==> src/rtl/multicycle_controller.sv <==
// Control FSM for a multicycle RV32I datapath: sequences fetch/decode/execute/memory/writeback,
// drives every enable and mux select, stalls on the memory handshake and halts on illegal opcodes.
module multicycle_controller #(
  parameter logic [3:0] RESET_STATE = 4'd0
) (
  input  logic       clk,
  input  logic       rst,
  input  logic [6:0] op,
  input  logic [2:0] func3,
  input  logic [6:0] func7,
  input  logic       zero,
  input  logic       neg,
  input  logic       mem_ready,
  output logic       pc_write,
  output logic       adr_src,
  output logic       ir_write,
  output logic       mem_write,
  output logic       reg_write,
  output logic [1:0] result_src,
  output logic [1:0] alu_src_a,
  output logic [1:0] alu_src_b,
  output logic [2:0] imm_src,
  output logic [2:0] alu_op,
  output logic       illegal,
  output logic       instr_done,
  output logic [3:0] state
);

  localparam logic [3:0] S_FETCH    = 4'd0;
  localparam logic [3:0] S_DECODE   = 4'd1;
  localparam logic [3:0] S_MEM_ADR  = 4'd2;
  localparam logic [3:0] S_MEM_RD   = 4'd3;
  localparam logic [3:0] S_MEM_WB   = 4'd4;
  localparam logic [3:0] S_MEM_WR   = 4'd5;
  localparam logic [3:0] S_EXEC_R   = 4'd6;
  localparam logic [3:0] S_EXEC_I   = 4'd7;
  localparam logic [3:0] S_ALU_WB   = 4'd8;
  localparam logic [3:0] S_BRANCH   = 4'd9;
  localparam logic [3:0] S_JALR_ADR = 4'd10;
  localparam logic [3:0] S_JUMP     = 4'd11;
  localparam logic [3:0] S_LUI      = 4'd12;
  localparam logic [3:0] S_HALT     = 4'd15;

  localparam logic [6:0] OP_LOAD  = 7'b0000011;
  localparam logic [6:0] OP_STORE = 7'b0100011;
  localparam logic [6:0] OP_R     = 7'b0110011;
  localparam logic [6:0] OP_I     = 7'b0010011;
  localparam logic [6:0] OP_BR    = 7'b1100011;
  localparam logic [6:0] OP_JAL   = 7'b1101111;
  localparam logic [6:0] OP_JALR  = 7'b1100111;
  localparam logic [6:0] OP_LUI   = 7'b0110111;

  logic [3:0] r_state;
  logic [3:0] w_next_state;
  logic [2:0] w_alu_func;
  logic       w_pc_write;
  logic       w_ir_write;
  logic       w_mem_write;
  logic       w_reg_write;
  logic       w_instr_done;
  logic       w_unused_func7;

  assign w_unused_func7 = ^{func7[6], func7[4:0]};

  function automatic logic alu_f3_ok(input logic [2:0] f3);
    case (f3)
      3'b000, 3'b111, 3'b110, 3'b010, 3'b100: alu_f3_ok = 1'b1;
      default:                                 alu_f3_ok = 1'b0;
    endcase
  endfunction

  function automatic logic br_f3_ok(input logic [2:0] f3);
    case (f3)
      3'b000, 3'b001, 3'b100, 3'b101: br_f3_ok = 1'b1;
      default:                         br_f3_ok = 1'b0;
    endcase
  endfunction

  function automatic logic br_taken(input logic [2:0] f3, input logic z, input logic n);
    case (f3)
      3'b000:  br_taken = z;
      3'b001:  br_taken = ~z;
      3'b100:  br_taken = n;
      3'b101:  br_taken = ~n;
      default: br_taken = 1'b0;
    endcase
  endfunction

  function automatic logic [3:0] decode_target(input logic [6:0] opc, input logic [2:0] f3);
    case (opc)
      OP_LOAD, OP_STORE: decode_target = S_MEM_ADR;
      OP_R:              decode_target = alu_f3_ok(f3) ? S_EXEC_R : S_HALT;
      OP_I:              decode_target = alu_f3_ok(f3) ? S_EXEC_I : S_HALT;
      OP_BR:             decode_target = br_f3_ok(f3) ? S_BRANCH : S_HALT;
      OP_JAL:            decode_target = S_JUMP;
      OP_JALR:           decode_target = S_JALR_ADR;
      OP_LUI:            decode_target = S_LUI;
      default:           decode_target = S_HALT;
    endcase
  endfunction

  // State register
  always_ff @(posedge clk or negedge rst) begin
    if (!rst) begin
      r_state <= RESET_STATE;
    end else begin
      r_state <= w_next_state;
    end
  end

  // Next-state logic
  always_comb begin
    w_next_state = S_HALT;
    case (r_state)
      S_FETCH:    w_next_state = mem_ready ? S_DECODE : S_FETCH;
      S_DECODE:   w_next_state = decode_target(op, func3);
      S_MEM_ADR:  w_next_state = (op == OP_LOAD) ? S_MEM_RD : S_MEM_WR;
      S_MEM_RD:   w_next_state = mem_ready ? S_MEM_WB : S_MEM_RD;
      S_MEM_WB:   w_next_state = S_FETCH;
      S_MEM_WR:   w_next_state = mem_ready ? S_FETCH : S_MEM_WR;
      S_EXEC_R:   w_next_state = S_ALU_WB;
      S_EXEC_I:   w_next_state = S_ALU_WB;
      S_ALU_WB:   w_next_state = S_FETCH;
      S_BRANCH:   w_next_state = S_FETCH;
      S_JALR_ADR: w_next_state = S_JUMP;
      S_JUMP:     w_next_state = S_ALU_WB;
      S_LUI:      w_next_state = S_ALU_WB;
      S_HALT:     w_next_state = S_HALT;
      default:    w_next_state = S_HALT;
    endcase
  end

  // ALU function for EXEC_R/EXEC_I; sub only for register-register with func7[5]
  always_comb begin
    w_alu_func = 3'b000;
    case (func3)
      3'b000:  w_alu_func = ((r_state == S_EXEC_R) && func7[5]) ? 3'b001 : 3'b000;
      3'b111:  w_alu_func = 3'b010;
      3'b110:  w_alu_func = 3'b011;
      3'b010:  w_alu_func = 3'b100;
      3'b100:  w_alu_func = 3'b101;
      default: w_alu_func = 3'b000;
    endcase
  end

  // Immediate format follows the opcode in every state
  always_comb begin
    imm_src = 3'b000;
    case (op)
      OP_STORE: imm_src = 3'b001;
      OP_BR:    imm_src = 3'b010;
      OP_JAL:   imm_src = 3'b011;
      OP_LUI:   imm_src = 3'b100;
      default:  imm_src = 3'b000;
    endcase
  end

  // Per-state selects and ungated enables
  always_comb begin
    w_pc_write   = 1'b0;
    w_ir_write   = 1'b0;
    w_mem_write  = 1'b0;
    w_reg_write  = 1'b0;
    w_instr_done = 1'b0;
    adr_src      = 1'b0;
    result_src   = 2'b00;
    alu_src_a    = 2'b00;
    alu_src_b    = 2'b00;
    alu_op       = 3'b000;
    case (r_state)
      S_FETCH: begin
        alu_src_b  = 2'b10;
        result_src = 2'b10;
        w_pc_write = mem_ready;
        w_ir_write = mem_ready;
      end
      S_DECODE: begin
        alu_src_a = 2'b01;
        alu_src_b = 2'b01;
      end
      S_MEM_ADR: begin
        alu_src_a = 2'b10;
        alu_src_b = 2'b01;
      end
      S_MEM_RD: adr_src = 1'b1;
      S_MEM_WB: begin
        result_src   = 2'b01;
        w_reg_write  = 1'b1;
        w_instr_done = 1'b1;
      end
      S_MEM_WR: begin
        adr_src      = 1'b1;
        w_mem_write  = 1'b1;
        w_instr_done = mem_ready;
      end
      S_EXEC_R: begin
        alu_src_a = 2'b10;
        alu_op    = w_alu_func;
      end
      S_EXEC_I: begin
        alu_src_a = 2'b10;
        alu_src_b = 2'b01;
        alu_op    = w_alu_func;
      end
      S_ALU_WB: begin
        w_reg_write  = 1'b1;
        w_instr_done = 1'b1;
      end
      S_BRANCH: begin
        alu_src_a    = 2'b10;
        alu_op       = 3'b001;
        w_pc_write   = br_taken(func3, zero, neg);
        w_instr_done = 1'b1;
      end
      S_JALR_ADR: begin
        alu_src_a = 2'b10;
        alu_src_b = 2'b01;
      end
      // PC takes the target already in ALUOut while ALUOut captures oldPC+4 for rd
      S_JUMP: begin
        alu_src_a  = 2'b01;
        alu_src_b  = 2'b10;
        w_pc_write = 1'b1;
      end
      S_LUI: begin
        alu_src_a = 2'b11;
        alu_src_b = 2'b01;
      end
      default: begin
        w_pc_write = 1'b0;
      end
    endcase
  end

  // Enables are killed the instant reset asserts so an aborted access never writes
  assign pc_write   = w_pc_write & rst;
  assign ir_write   = w_ir_write & rst;
  assign mem_write  = w_mem_write & rst;
  assign reg_write  = w_reg_write & rst;
  assign instr_done = w_instr_done & rst;
  assign illegal    = (r_state == S_HALT) & rst;
  assign state      = r_state;

endmodule

==> config.mk <==
export PLATFORM = sky130hd
export DESIGN_NAME = multicycle_controller
export DESIGN_NICKNAME = d
export VERILOG_FILES = /design/src/rtl/multicycle_controller.sv
export SDC_FILE = /design/constraint.sdc
export NUM_CORES = 1
export LEC_CHECK = 0
export ABC_AREA = 1
export CAP_MARGIN = 0
export CORE_ASPECT_RATIO = 0.8
export CORE_MARGIN = 2
export CORE_UTILIZATION = 32
export CTS_CLUSTER_SIZE = 10
export DETAILED_ROUTE_END_ITERATION = 10
export GPL_TIMING_DRIVEN = 0
export PLACE_DENSITY = 0.75
export SLEW_MARGIN = 10
export SYNTH_ARGS = -nofsm -noshare
export SYNTH_HDL_FRONTEND = slang
export SYNTH_SLANG_ARGS = --single-unit
==> constraint.sdc <==
create_clock -name clk -period 1.11 [get_ports clk]
set_input_delay 0.111 -clock clk [delete_from_list [all_inputs] [get_ports clk]]
set_output_delay 0.111 -clock clk [all_outputs]
set_load 0.02 [all_outputs]
## After elaboration in Yosys (flattened, before gate mapping)

Index checks and enable logic that the tools add are counted.

| storage, ports and cells | value |
|---|---|
| output and inout port bits | 23 |
| logic and storage cells | 82 |
| register bits | 4 |
| input port bits | 22 |

| cells by class | value |
|---|---|
| equal/unequal tests | 27 |
| bitwise gates (word level) | 8 |
| muxes and demuxes | 31 |
| reductions and logical operators | 15 |

Operators by type and width:

| cell | number |
|---|---|
| 4-bit case mux with 8 select lines | 1 |
| 4-bit case mux with 7 select lines | 1 |
| 4-bit == test, second input constant | 6 |
| 7-bit by 6-bit == test with 1-bit output, second input constant | 3 |
| 7-bit == test, second input constant | 3 |
| 4-bit by 3-bit == test with 1-bit output, second input constant | 4 |
| 3-bit case mux with 5 select lines | 1 |
| 5-bit OR reduction | 3 |
| 1-bit 2-to-1 mux | 14 |
| 3-bit == test, second input constant | 4 |
| 3-bit 2-to-1 mux | 4 |
| 3-bit case mux with 4 select lines | 1 |
| 2-bit OR reduction | 6 |
| 4-bit by 2-bit == test with 1-bit output, second input constant | 2 |
| 4-bit 2-to-1 mux | 2 |
| 2-bit case mux with 2 select lines | 2 |
| 4-bit OR reduction | 2 |
| 7-bit by 2-bit == test with 1-bit output, second input constant | 1 |
| 7-bit by 5-bit == test with 1-bit output, second input constant | 1 |
| 1-bit AND | 6 |
| 2-bit case mux with 3 select lines | 1 |
| 3-bit case mux with 2 select lines | 1 |
| 4-bit by 1-bit == test with 1-bit output, second input constant | 1 |
| 4-bit logical NOT | 1 |
| 9 further kinds | 10 |

## Longest topological paths before layout

| depth | value |
|---|---|
| depth after elaboration | 8 |
| depth in mapped cells | 9 |
| depth with buffers taken out | 9 |

## Worst setup path before layout

OpenSTA, ideal clock, no wires.

| timing | value |
|---|---|
| path type | flip-flop to output port |
| start point | register r_state[3], in the netlist state[3] |
| end point | output pc_write |
| setup slack | -0.462 ns |
| path buffers | 0 |
| cell stages (with the launch flop) | 10 |
| required time | 0.999 ns |
| data arrival time | 1.461 ns |
| path through | dfrtp_1 inv_1 nand2_2 inv_2 nand2_2 inv_2 nand2_1 nand2_1 inv_1 a21oi_1 |

| on the way | value |
|---|---|
| longest elaborated chain between the ends | 3 |
| elaborated cells on any way between the ends | 5 |
| those cells by class | eq/ne: 2; mux: 1; bitwise: 1; reduce/logical: 1 |

RTL lines:

| item | line | RTL |
|---|---|---|
| from (decl) | 53 | `logic [3:0] r_state;` |
| from (signal assigned) | 107 | `r_state <= w_next_state;` |
| 4-bit == test / 4-bit logical NOT (equally long branches) | 170 | `case (r_state)` |
| 1-bit case mux with 3 select lines (*) | 170 |  |
| 1-bit AND (*) | 236 | `assign pc_write = w_pc_write & rst;` |
| to (decl) | 14 | `output logic pc_write,` |

Mark *: on every way between the ends. The rest lies on a longest branch, timed or not.

## Worst setup path after layout

| timing | value |
|---|---|
| start point | register r_state[2], in the netlist state[2] |
| end point | output alu_src_b[0] |

| on the way | value |
|---|---|
| longest elaborated chain between the ends | 3 |
| elaborated cells on any way between the ends | 10 |
| those cells by class | eq/ne: 6; mux: 1; reduce/logical: 3 |

RTL lines:

| item | line | RTL |
|---|---|---|
| 4-bit by 1-bit == test with 1-bit output (tied with other cells) | 170 |  |
| 5-bit OR reduction (no source line) / 2-bit OR reduction (equally long branches) | n/a |  |
| 2-bit case mux with 2 select lines (*) | 170 |  |
| to (decl) | 21 | `output logic [1:0] alu_src_b,` |

Marked as above.

==> impl_metrics.tcl <==
set metrics [dict create \
    status "finished with violations" \
    violations "negative setup slack" \
    grt_pass1_vias 1187 \
    critPathKind "reg2out" \
    layout-drive-gt1-share_pct 57.35 \
    routed_via_density 5.538 \
    vias 1307 \
    crit_buf_inv 3 \
    ios 45 \
    netlist_top_cells_area "nand2_1 23%, nor2_1 16%, dfrtp_1 14%" \
    rows 15 \
    p_leak_uw 0.0007990 \
    seq_area_um2 105.1 \
    die_area_mm2 0.002574 \
    pwr-share-comb_pct 36.0 \
    p_int_uw 341.1 \
    fill_cells 146 \
    clkTransAtPathRegs_ps 30 \
    port_buffers 38 \
    total_power_uw 498.6 \
    swShare_pct 31.59 \
    fin_hold_ws_ps 342.6 \
    netlist.area_leader.share_pct 23.12 \
    start_util_pct 33.21 \
    synth_edf_count 0 \
    post-route-period-util_pct 145.7 \
    drtIter0Drc 54 \
    clock_latency_ps 230 \
    worst_clock_skew_ps 0.9464 \
    ys_seq_area_share_pct 14.34 \
    crit_path_max_fanout 5 \
    worst_pin_slew_ps 315.1 \
    finalCriticalPeriod_ps 1617 \
    hold_depth 5 \
    arrival_ps 1510 \
    antenna_found_initial 0 \
    coreArea_mm2 0.002102 \
    syn_area_um2 698.2 \
    drcViolationCount 0 \
    p_clk_share_pct 34.6 \
    synth_cells 139 \
    grt_usage_pct 25.69 \
    syn_to_final_growth_pct 132.3 \
    drv_cap 0 \
    final_hold_viol_count 0 \
    cts_tree "yes" \
    place_hpwl_mm 2.034 \
    synth_ff_type "dfrtp_1" \
    maxSlewHeadroom_pct 78.83 \
    synthesis.nets 161 \
    die_w_um 56.22 \
    yosysMostFrequentCell "nand2_1" \
    final_cells 236 \
    synth_common_cells "43 x nand2_1, 30 x nor2_1, 18 x inv_1" \
    grt_pass1_wl_mm 5.181 \
    ys_ff_latch 4 \
    finalNetCount 235 \
    power.switching_uw 157.5 \
    cp.depth 7 \
    final_max_slew_viol_count 0 \
    dp_cells 202 \
    gp_congestion 0.8203 \
    finalSetupViolations 23 \
    cts_buffers 3 \
    rsz0062_at_grt "yes" \
    avgSynthCellArea_um2 5.023 \
    drt-total-wl_mm 3.838 \
    clock_sinks 4 \
    cp-end-kind "primary output" \
    min_path_type "in2reg" \
    die_h_um 45.78 \
    first_pass_iters 4 \
    tns_ps -7422 \
    multi_input_area_um2 768.2 \
    grt_max_degree 8 \
    vdd_drop_max_v 0.0003464 \
    critPathLaunchType "flop" \
    crit_family "flip-flops" \
    synth_top_cell_by_area "nand2_1" \
    synth_async_sr_flop_share_pct 100.0 \
    htreeDepth 1 \
    ys_warn_count 0 \
    clock-root-buffer "clkbuf_4" \
    grt-ovfl-total 0 \
    r2r_cells 9 \
    crit_path_cell_trace "clkinv_4 -> nand2_4 -> buf_4 -> nor2_4 -> nor2_2 -> o211ai_1 -> buf_4" \
    cpMaxStageDelayCell "dfrtp_2" \
    largest_reg_flops 4 \
    critical_path_required_ps 1000 \
    ant_nets 0 \
    timing.final.ws_setup_ps -507.1 \
    antenna_cells 0 \
    fmax_mhz 618.4 \
    ys_types 20 \
    powerDensity_mw_per_mm2 307.5 \
    routedWlPerCell_um 16.26 \
    seq_power_share_pct 29.4 \
    cts_buffer_depth 2 \
    slowest_delay_ps 460 \
    crit_path_frequent_cell "buf_4" \
]
-- per-layer routing --
layer / global-route usage [%] / wire [um] / share of wire [%]
met5: 0 / 0 / 0
met4: 11.43 / 109 / 2.8
met3: 3.977 / 274 / 7.1
met2: 45.18 / 1860 / 48
met1: 31.90 / 1594 / 42
-- stage by stage --
stage | worst slack (ps) | utilization, % | area (um^2)
after floorplan | -250.4 | - | 795.8
after global placement | -1066 | 57.44 | 1207
after detailed placement | -1084 | 57.44 | 1207
after CTS | -486.0 | 70.89 | 1490
after global routing | -554.3 | 77.14 | 1622
final | -507.1 | 77.14 | 1622
-- layout make-up --
type	instances	share of cell area, %
Clock buffer	3	1.389
Inverter	21	6.096
Multi-Input combinational cell	114	47.38
Sequential cell	4	6.481
Tap cell	25	1.929
Timing Repair Buffer	69	36.73
-- worst reg2reg max path: stages (launching register included) --
cell and delay [ps]:
dfrtp_2 450, clkinv_4 120, nand2_4 110, inv_4 50, buf_6 120, buf_4 140
nand2_2 40, nor2_1 40, nor3_1 150, nand2_1 80
-- cell families (layout without fill, tap and decap cells) --
kind of cell    after synthesis  count (layout)  synth area share [%]
flops                         4               4                 14.34
simple gates                 99              99                 61.29
compound gates               15              15                 13.08
buf+inv                      21              93                 11.29
-- path summary, 6_finish.rpt --
| path | start | end | slack [ps] |
|---|---|---|---|
| worst min-delay path | op[5] | state[2] | 340 |
| max in group asynchronous | rst | state[2] | 510 |
| worst min register to register | state[2] | state[3] | 740 |
| worst max-delay path | state[2] | alu_src_b[0] | -510 |
| worst max register to register | state[2] | state[2] | -320 |
| min in group asynchronous | rst | state[0] | 420 |
-- timing repair --
action | 4_1_cts | 5_1_grt
hold buffers | 1 | 0
cloned | 0 | 0
endpoints found under the hold margin | 4 | 0
gates resized for setup | 166 | 42
setup endpoints to repair | 27 | 26
setup buffers | 23 | 7
pin swaps | 21 | 14
-- layout by cell type, fill, tap and decap left out, types with 2 or more instances in the layout --
master	netlist	layout
nand2_4	0	8
inv_2	3	6
clkdlybuf4s50_1	0	5
buf_2	0	5
o21ai_0	4	2
o21ai_2	1	2
buf_4	0	28
inv_4	0	6
nand2_2	2	6
nand2_1	43	31
nor3_2	0	2
nor2_4	0	10
clkbuf_2	0	4
nor2_2	1	5
dfrtp_2	0	4
buf_6	0	21
nor2_1	30	16
nand3_1	12	9
dlygate4sd2_1	0	5
inv_1	18	8
o211ai_1	2	2
clkbuf_4	0	3
nor3_1	8	5
nand3_4	0	2
a21oi_2	0	2
-- power by group through the flow --
stage / Clock, uW / Sequential (uW) / Combinational [uW]
after CTS: 187 / 147 / 164
final: 173 / 147 / 179
after floorplan: 0 / 148 / 61.3
after global placement: 0 / 148 / 146
after global routing: 188 / 146 / 192
after detailed placement: 0 / 148 / 150
(Power assumes the default switching activity.)
